===== config.mk =====
export PLATFORM = sky130hd
export DESIGN_NAME = seg_scan_driver
export DESIGN_NICKNAME = d
export VERILOG_FILES = /design/src/rtl/seg_pkg.sv /design/src/rtl/seg_digit_decode.sv /design/src/rtl/seg_scan_driver.sv
export SDC_FILE = /design/constraint.sdc
export NUM_CORES = 1
export LEC_CHECK = 0
export CAP_MARGIN = 20
export CORE_MARGIN = 2
export CORE_UTILIZATION = 35
export DETAILED_ROUTE_END_ITERATION = 8
export GPL_TIMING_DRIVEN = 0
export RECOVER_POWER = 25
export SYNTH_ARGS = -nofsm -noshare
export SYNTH_HDL_FRONTEND = slang
export SYNTH_SLANG_ARGS = --single-unit

===== constraint.sdc =====
create_clock -name clk -period 7.14 [get_ports clk]
set_input_delay 1.785 -clock clk [delete_from_list [all_inputs] [get_ports clk]]
set_output_delay 1.785 -clock clk [all_outputs]
set_load 0.01 [all_outputs]

===== src/rtl/seg_pkg.sv =====
// Shared types and segment patterns for the 7-segment scan driver.
// Pattern bit order: [6]=a ... [0]=g, active-high (1 = segment lit).
package seg_pkg;

    typedef logic [2:0] digit_t;
    typedef logic [6:0] seg_t;

    localparam seg_t SEG_0     = 7'b1111110;
    localparam seg_t SEG_1     = 7'b0110000;
    localparam seg_t SEG_2     = 7'b1101101;
    localparam seg_t SEG_3     = 7'b1111001;
    localparam seg_t SEG_4     = 7'b0110011;
    localparam seg_t SEG_5     = 7'b1011011;
    localparam seg_t SEG_6     = 7'b1011111;
    localparam seg_t SEG_7     = 7'b1110000;
    localparam seg_t SEG_BLANK = 7'b0000000;

    // Register width for a counter over 0..v-1, never narrower than one bit.
    function automatic int unsigned clog2_min1(input int unsigned v);
        return (v <= 1) ? 1 : $clog2(v);
    endfunction

endpackage


===== src/rtl/seg_digit_decode.sv =====
// Combinational 3-bit digit code to 7-segment pattern decoder with a blank
// override. Instantiated once on the currently scanned digit.
module seg_digit_decode
    import seg_pkg::*;
(
    input  digit_t i_code,
    input  logic   i_blank,
    output seg_t   o_seg
);

    // Look up the segment pattern; blank forces all segments off.
    always_comb begin
        o_seg = SEG_BLANK;
        if (!i_blank) begin
            case (i_code)
                3'd0:    o_seg = SEG_0;
                3'd1:    o_seg = SEG_1;
                3'd2:    o_seg = SEG_2;
                3'd3:    o_seg = SEG_3;
                3'd4:    o_seg = SEG_4;
                3'd5:    o_seg = SEG_5;
                3'd6:    o_seg = SEG_6;
                default: o_seg = SEG_7;
            endcase
        end
    end

endmodule


===== src/rtl/seg_scan_driver.sv =====
// Time-multiplexed scan driver for a NUM_DIGITS-digit 7-segment display.
// A prescaler divides each digit slot into DIV cycles, the first of which
// is a blanking cycle. Frames are double-buffered: a load lands in a
// pending buffer and is committed only at a frame boundary, so a displayed
// frame is never torn mid-scan.
// Optional build macro: SEG_LEADING_ZERO_BLANK_EN blanks leading zero digits
// (digit 0 is always shown).
module seg_scan_driver
    import seg_pkg::*;
#(
    parameter int NUM_DIGITS = 4,
    parameter int DIV        = 1000
) (
    input  logic                    clk,
    input  logic                    rst,
    input  logic [3*NUM_DIGITS-1:0] din,
    input  logic                    load,
    output logic [6:0]              seg,
    output logic [NUM_DIGITS-1:0]   dig_en,
    output logic                    frame_start,
    output logic                    upd_pending
);

    localparam int CW = clog2_min1(DIV);
    localparam int IW = clog2_min1(NUM_DIGITS);
    localparam logic [CW-1:0] CNT_LAST = CW'(DIV - 1);
    localparam logic [IW-1:0] IDX_LAST = IW'(NUM_DIGITS - 1);

    logic [CW-1:0]           r_cnt;
    logic [IW-1:0]           r_idx;
    logic [3*NUM_DIGITS-1:0] r_disp;
    logic [3*NUM_DIGITS-1:0] r_pend;
    logic                    r_pnd;
    logic                    r_frame_start;

    logic   w_slot_end;
    logic   w_boundary;
    digit_t w_digits [NUM_DIGITS];
    digit_t w_code;
    logic   w_blank;
    seg_t   w_seg;

    assign w_slot_end = (r_cnt == CNT_LAST);
    assign w_boundary = w_slot_end && (r_idx == IDX_LAST);

    // Slot prescaler and scan index; the index wrap is the frame boundary.
    always_ff @(posedge clk) begin
        if (rst) begin
            r_cnt <= '0;
            r_idx <= '0;
        end else if (w_slot_end) begin
            r_cnt <= '0;
            r_idx <= w_boundary ? '0 : r_idx + 1'b1;
        end else begin
            r_cnt <= r_cnt + 1'b1;
        end
    end

    // Frame double buffer: a load on the boundary bypasses the pending
    // buffer; otherwise the pending frame is committed at the boundary.
    always_ff @(posedge clk) begin
        if (rst) begin
            r_disp <= '0;
            r_pend <= '0;
            r_pnd  <= 1'b0;
        end else if (load && w_boundary) begin
            r_disp <= din;
            r_pnd  <= 1'b0;
        end else if (load) begin
            r_pend <= din;
            r_pnd  <= 1'b1;
        end else if (w_boundary && r_pnd) begin
            r_disp <= r_pend;
            r_pnd  <= 1'b0;
        end
    end

    // Registered start-of-frame pulse, high while idx==0 and cnt==0.
    always_ff @(posedge clk) begin
        if (rst) begin
            r_frame_start <= 1'b0;
        end else begin
            r_frame_start <= w_boundary;
        end
    end

    // Split the displayed frame into digits and drive one-hot enables,
    // suppressed during each slot's blanking cycle.
    for (genvar gi = 0; gi < NUM_DIGITS; gi++) begin : g_digit
        assign w_digits[gi] = r_disp[3*gi +: 3];
        assign dig_en[gi]   = (r_cnt != '0) && (r_idx == IW'(gi));
    end

    // Select the code of the digit currently being scanned.
    always_comb begin
        w_code = '0;
        for (int i = 0; i < NUM_DIGITS; i++) begin
            if (r_idx == IW'(i)) begin
                w_code = w_digits[i];
            end
        end
    end

`ifdef SEG_LEADING_ZERO_BLANK_EN
    // w_upper_zero[i]: digit i and every digit above it are code 0.
    logic [NUM_DIGITS:1] w_upper_zero;
    assign w_upper_zero[NUM_DIGITS] = 1'b1;
    for (genvar gi = 1; gi < NUM_DIGITS; gi++) begin : g_lz
        assign w_upper_zero[gi] = (r_disp[3*gi +: 3] == 3'd0) && w_upper_zero[gi+1];
    end

    // Blank the scanned digit if it is a leading zero; digit 0 never blanks.
    always_comb begin
        w_blank = 1'b0;
        for (int i = 1; i < NUM_DIGITS; i++) begin
            if (r_idx == IW'(i)) begin
                w_blank = w_upper_zero[i];
            end
        end
    end
`else
    assign w_blank = 1'b0;
`endif

    seg_digit_decode u_decode (
        .i_code  (w_code),
        .i_blank (w_blank),
        .o_seg   (w_seg)
    );

    assign seg         = w_seg;
    assign frame_start = r_frame_start;
    assign upd_pending = r_pnd;

endmodule


==> summary.txt <==
Route
  • First drt pass iteration count: 4
  • Post-Route WL: 4080 um
  • Via/cell ratio: 4.84
  • Via Count: 1,572
  • # DRC: 0
  • DR iter-0 viols: 82
  • WL per Instance: 12.6 um
  • Routed Antenna Nets: 0

Synthesis
  • Post-synth EDFFs: 0
  • Synth Flop Type: dfxtp_1
  • Syn Inst Count: 218
  • Post-synthesis sequential area ratio: 0.376
  • Async SR Flop Fraction: 0
  • Post-synthesis net count: 239
  • Share of the synthesized area in the top cell type: 0.376
  • Avg Cell Area, Syn: 9.27 sq um
  • Register bit count reported by yosys: 38
  • Ranking of synthesized cells by area: dfxtp_1 (38%), nor2_1 (6.9%), mux2i_1 (6.4%)
  • Yosys cell types: 46
  • Synthesis Warnings: 0
  • Area leader, netlist: dfxtp_1
  • Post-Syn Area: 0.00202 sq mm

Power and ir drop
  • Final Power: 0.000420 W
  • Leakage: 0.909 nW
  • Peak VDD IR: 0.0000715 V
  • PD cells: 170 mW/mm^2

Timing
  • F_max: 224 MHz
  • Final Cycle Share: 0.625
  • Setup Skew: 0.00894 ns
  • Worst-margin pin slew: 0.511 ns
  • Hold violation total from the final report: 0
  • Final Setup Violations: 0
  • Minimum clock period: 4.46 ns
  • RSZ-0062 raised after global routing: false
  • Hold slack final: 0.459 ns
  • Fin Setup TNS: 0 ns
  • Max_slew headroom: 0.659
  • Final Max Tran Viols: 0

Worst hold path
  • Worst hold path type: register to register

Clock network
  • Hold-fix buffers, CTS: 0
  • Post-CTS Resized: 0
  • Worst-case clock buffer depth: 2
  • Clock Latency Late Sink: 0.30 ns
  • Clock Pin Slew Worst Setup and Hold Paths: 0.07 ns
  • Root Buffer: clkbuf_8
  • CTS tree: done
  • CTS Buf Count: 5
  • Post-CTS Setup Bufs: 0
  • Clock Sinks: 38
  • H-tree depth: 2

Placement
  • Cell total after placement: 317
  • Number of I/O port buffers: 27
  • Dpl hpwl: 3040 um
  • Routability cong.: 0.712

Status
  • Status: finished, final reports clean

Floorplanning
  • Row count: 27
  • Die W: 80.0 um
  • Initial Util: 0.365
  • Die footprint: 0.00640 sq mm
  • Core box area: 0.00554 sq mm
  • Die Ht: 80.0 um
  • Top Ports: 28

Job
  • Max Cap Viol: 0

Global route
  • Global-route wire length before repair: 7050 um
  • Global router's overall resource usage: 0.144
  • Initial antenna violation count: 0
  • Largest net degree at the start of global routing: 12
  • Grt total ovfl: 0
  • Vias in the first global route: 1,527

Critical path
  • CP endpoint kind: output pin
  • Max Fanout on Critical Path: 7
  • Critical Path AT: 2.68 ns
  • Startpoint types: register
  • Critical path type: register to output pin
  • Required @ worst endpoint: 5.36 ns

Final layout
  • Ratio of cells with drive above 1 in the final layout: 0.130
  • Layout net count: 273
  • Commonest non-fill, non-tap cell in the layout: dfxtp_1
  • Most frequent cells in the layout: dfxtp_1 (38), nor2_1 (37), clkdlybuf4s50_1 (26)
  • Fill count: 570
  • Post-route insts no fill: 325
  • Area delta synth->final: 22.3%
  • N_diodes: 0
final cells by class:
cell class	count	area [sq um]	area share
plain buffers	11	72.6	0.0294
clock buffers	7	86.3	0.0349
clock inverters	1	5.00	0.00203
inverters	7	26.3	0.0106
multi-input cells	162	1160	0.469
flip-flops and latches	38	761	0.308
well taps	72	90.1	0.0365
repair buffers	27	270	0.109
sequential cells by signal, summed over array words and instances (netlist names):
signal       flops
r_disp          12
upd_pending      1
r_cnt           10
r_pend          12
frame_start      1
r_idx            2
cell usage after synthesis (2+ instances only):
master,count
nand2_1,17
clkbuf_1,4
nand4_1,3
mux2_2,2
nor2b_1,14
buf_2,2
buf_4,2
nand3b_1,6
a21oi_1,4
nand3_1,6
and2_1,4
buf_6,3
mux2i_1,13
dfxtp_1,38
xor2_1,6
ha_1,6
nor3b_1,2
inv_1,7
nor2_1,37
o31ai_1,2
nand2b_1,2
or3_1,2
a211oi_2,2
xnor2_1,2
o31ai_2,10
a211oi_1,2
through the flow:
stage / cell area, sq um / worst slack (ns) / util
3_3_place_gp: 2380 / 3.01 / 0.430
5_1_grt: 2470 / 2.49 / 0.446
4_1_cts: 2470 / 2.66 / 0.446
2_1_floorplan: 2020 / 3.56 / -
6_report: 2470 / 2.68 / 0.446
3_5_place_dp: 2380 / 2.99 / 0.430
routing by layer:
metal / GRT usage / vias to the layer above / routed length [um]
met2: 0.233 / 23 / 1870
met3: 0.0373 / 5 / 132
met1: 0.176 / 729 / 2000
met5: 0 / - / 0
met4: 0.0695 / 0 / 72
li1: - / 815 / -
where the power goes:
part | internal, W | switching [W]
Combinational | 0.0000216 | 0.0000204
Sequential | 0.000218 | 0.00000559
Clock | 0.0000779 | 0.0000767
Total | 0.000318 | 0.000103
path summary, 6_finish.rpt:
path	from	to	slack [ns]	cells past startpoint
setup / recovery	r_idx[1]$_SDFFE_PP0N_	seg[4]	2.68	8
hold / removal	r_disp[2]$_SDFFE_PP0P_	r_disp[2]$_SDFFE_PP0P_	0.46	2
setup reg to reg	r_cnt[0]$_SDFF_PP0_	r_cnt[8]$_SDFF_PP0_	5.05	6
hold reg to reg	r_disp[2]$_SDFFE_PP0P_	r_disp[2]$_SDFFE_PP0P_	0.46	2
worst max-delay path: stages (launching register included):
cell	delay, ns
dfxtp_1	0.38
inv_1	0.08
ha_1	0.25
nand3b_1	0.20
a221o_1	0.33
and2_0	0.14
clkbuf_1	0.15
or3_1	0.38
clkdlybuf4s50_1	0.48
cells by family (layout without fill, tap and decap cells):
logic type / count (synthesis) / in the layout / share of synthesized area
xor gates and xnor gates: 8 / 8 / 0.0347
and+or+nand+nor: 105 / 105 / 0.287
muxes: 15 / 15 / 0.0755
AOI/OAI and AO/OA: 27 / 27 / 0.135
DFF: 38 / 38 / 0.376
adders and majority gates: 7 / 7 / 0.0421
buffers and inverters: 18 / 53 / 0.0495
No activity file was read; power rests on OpenSTA's default activity.
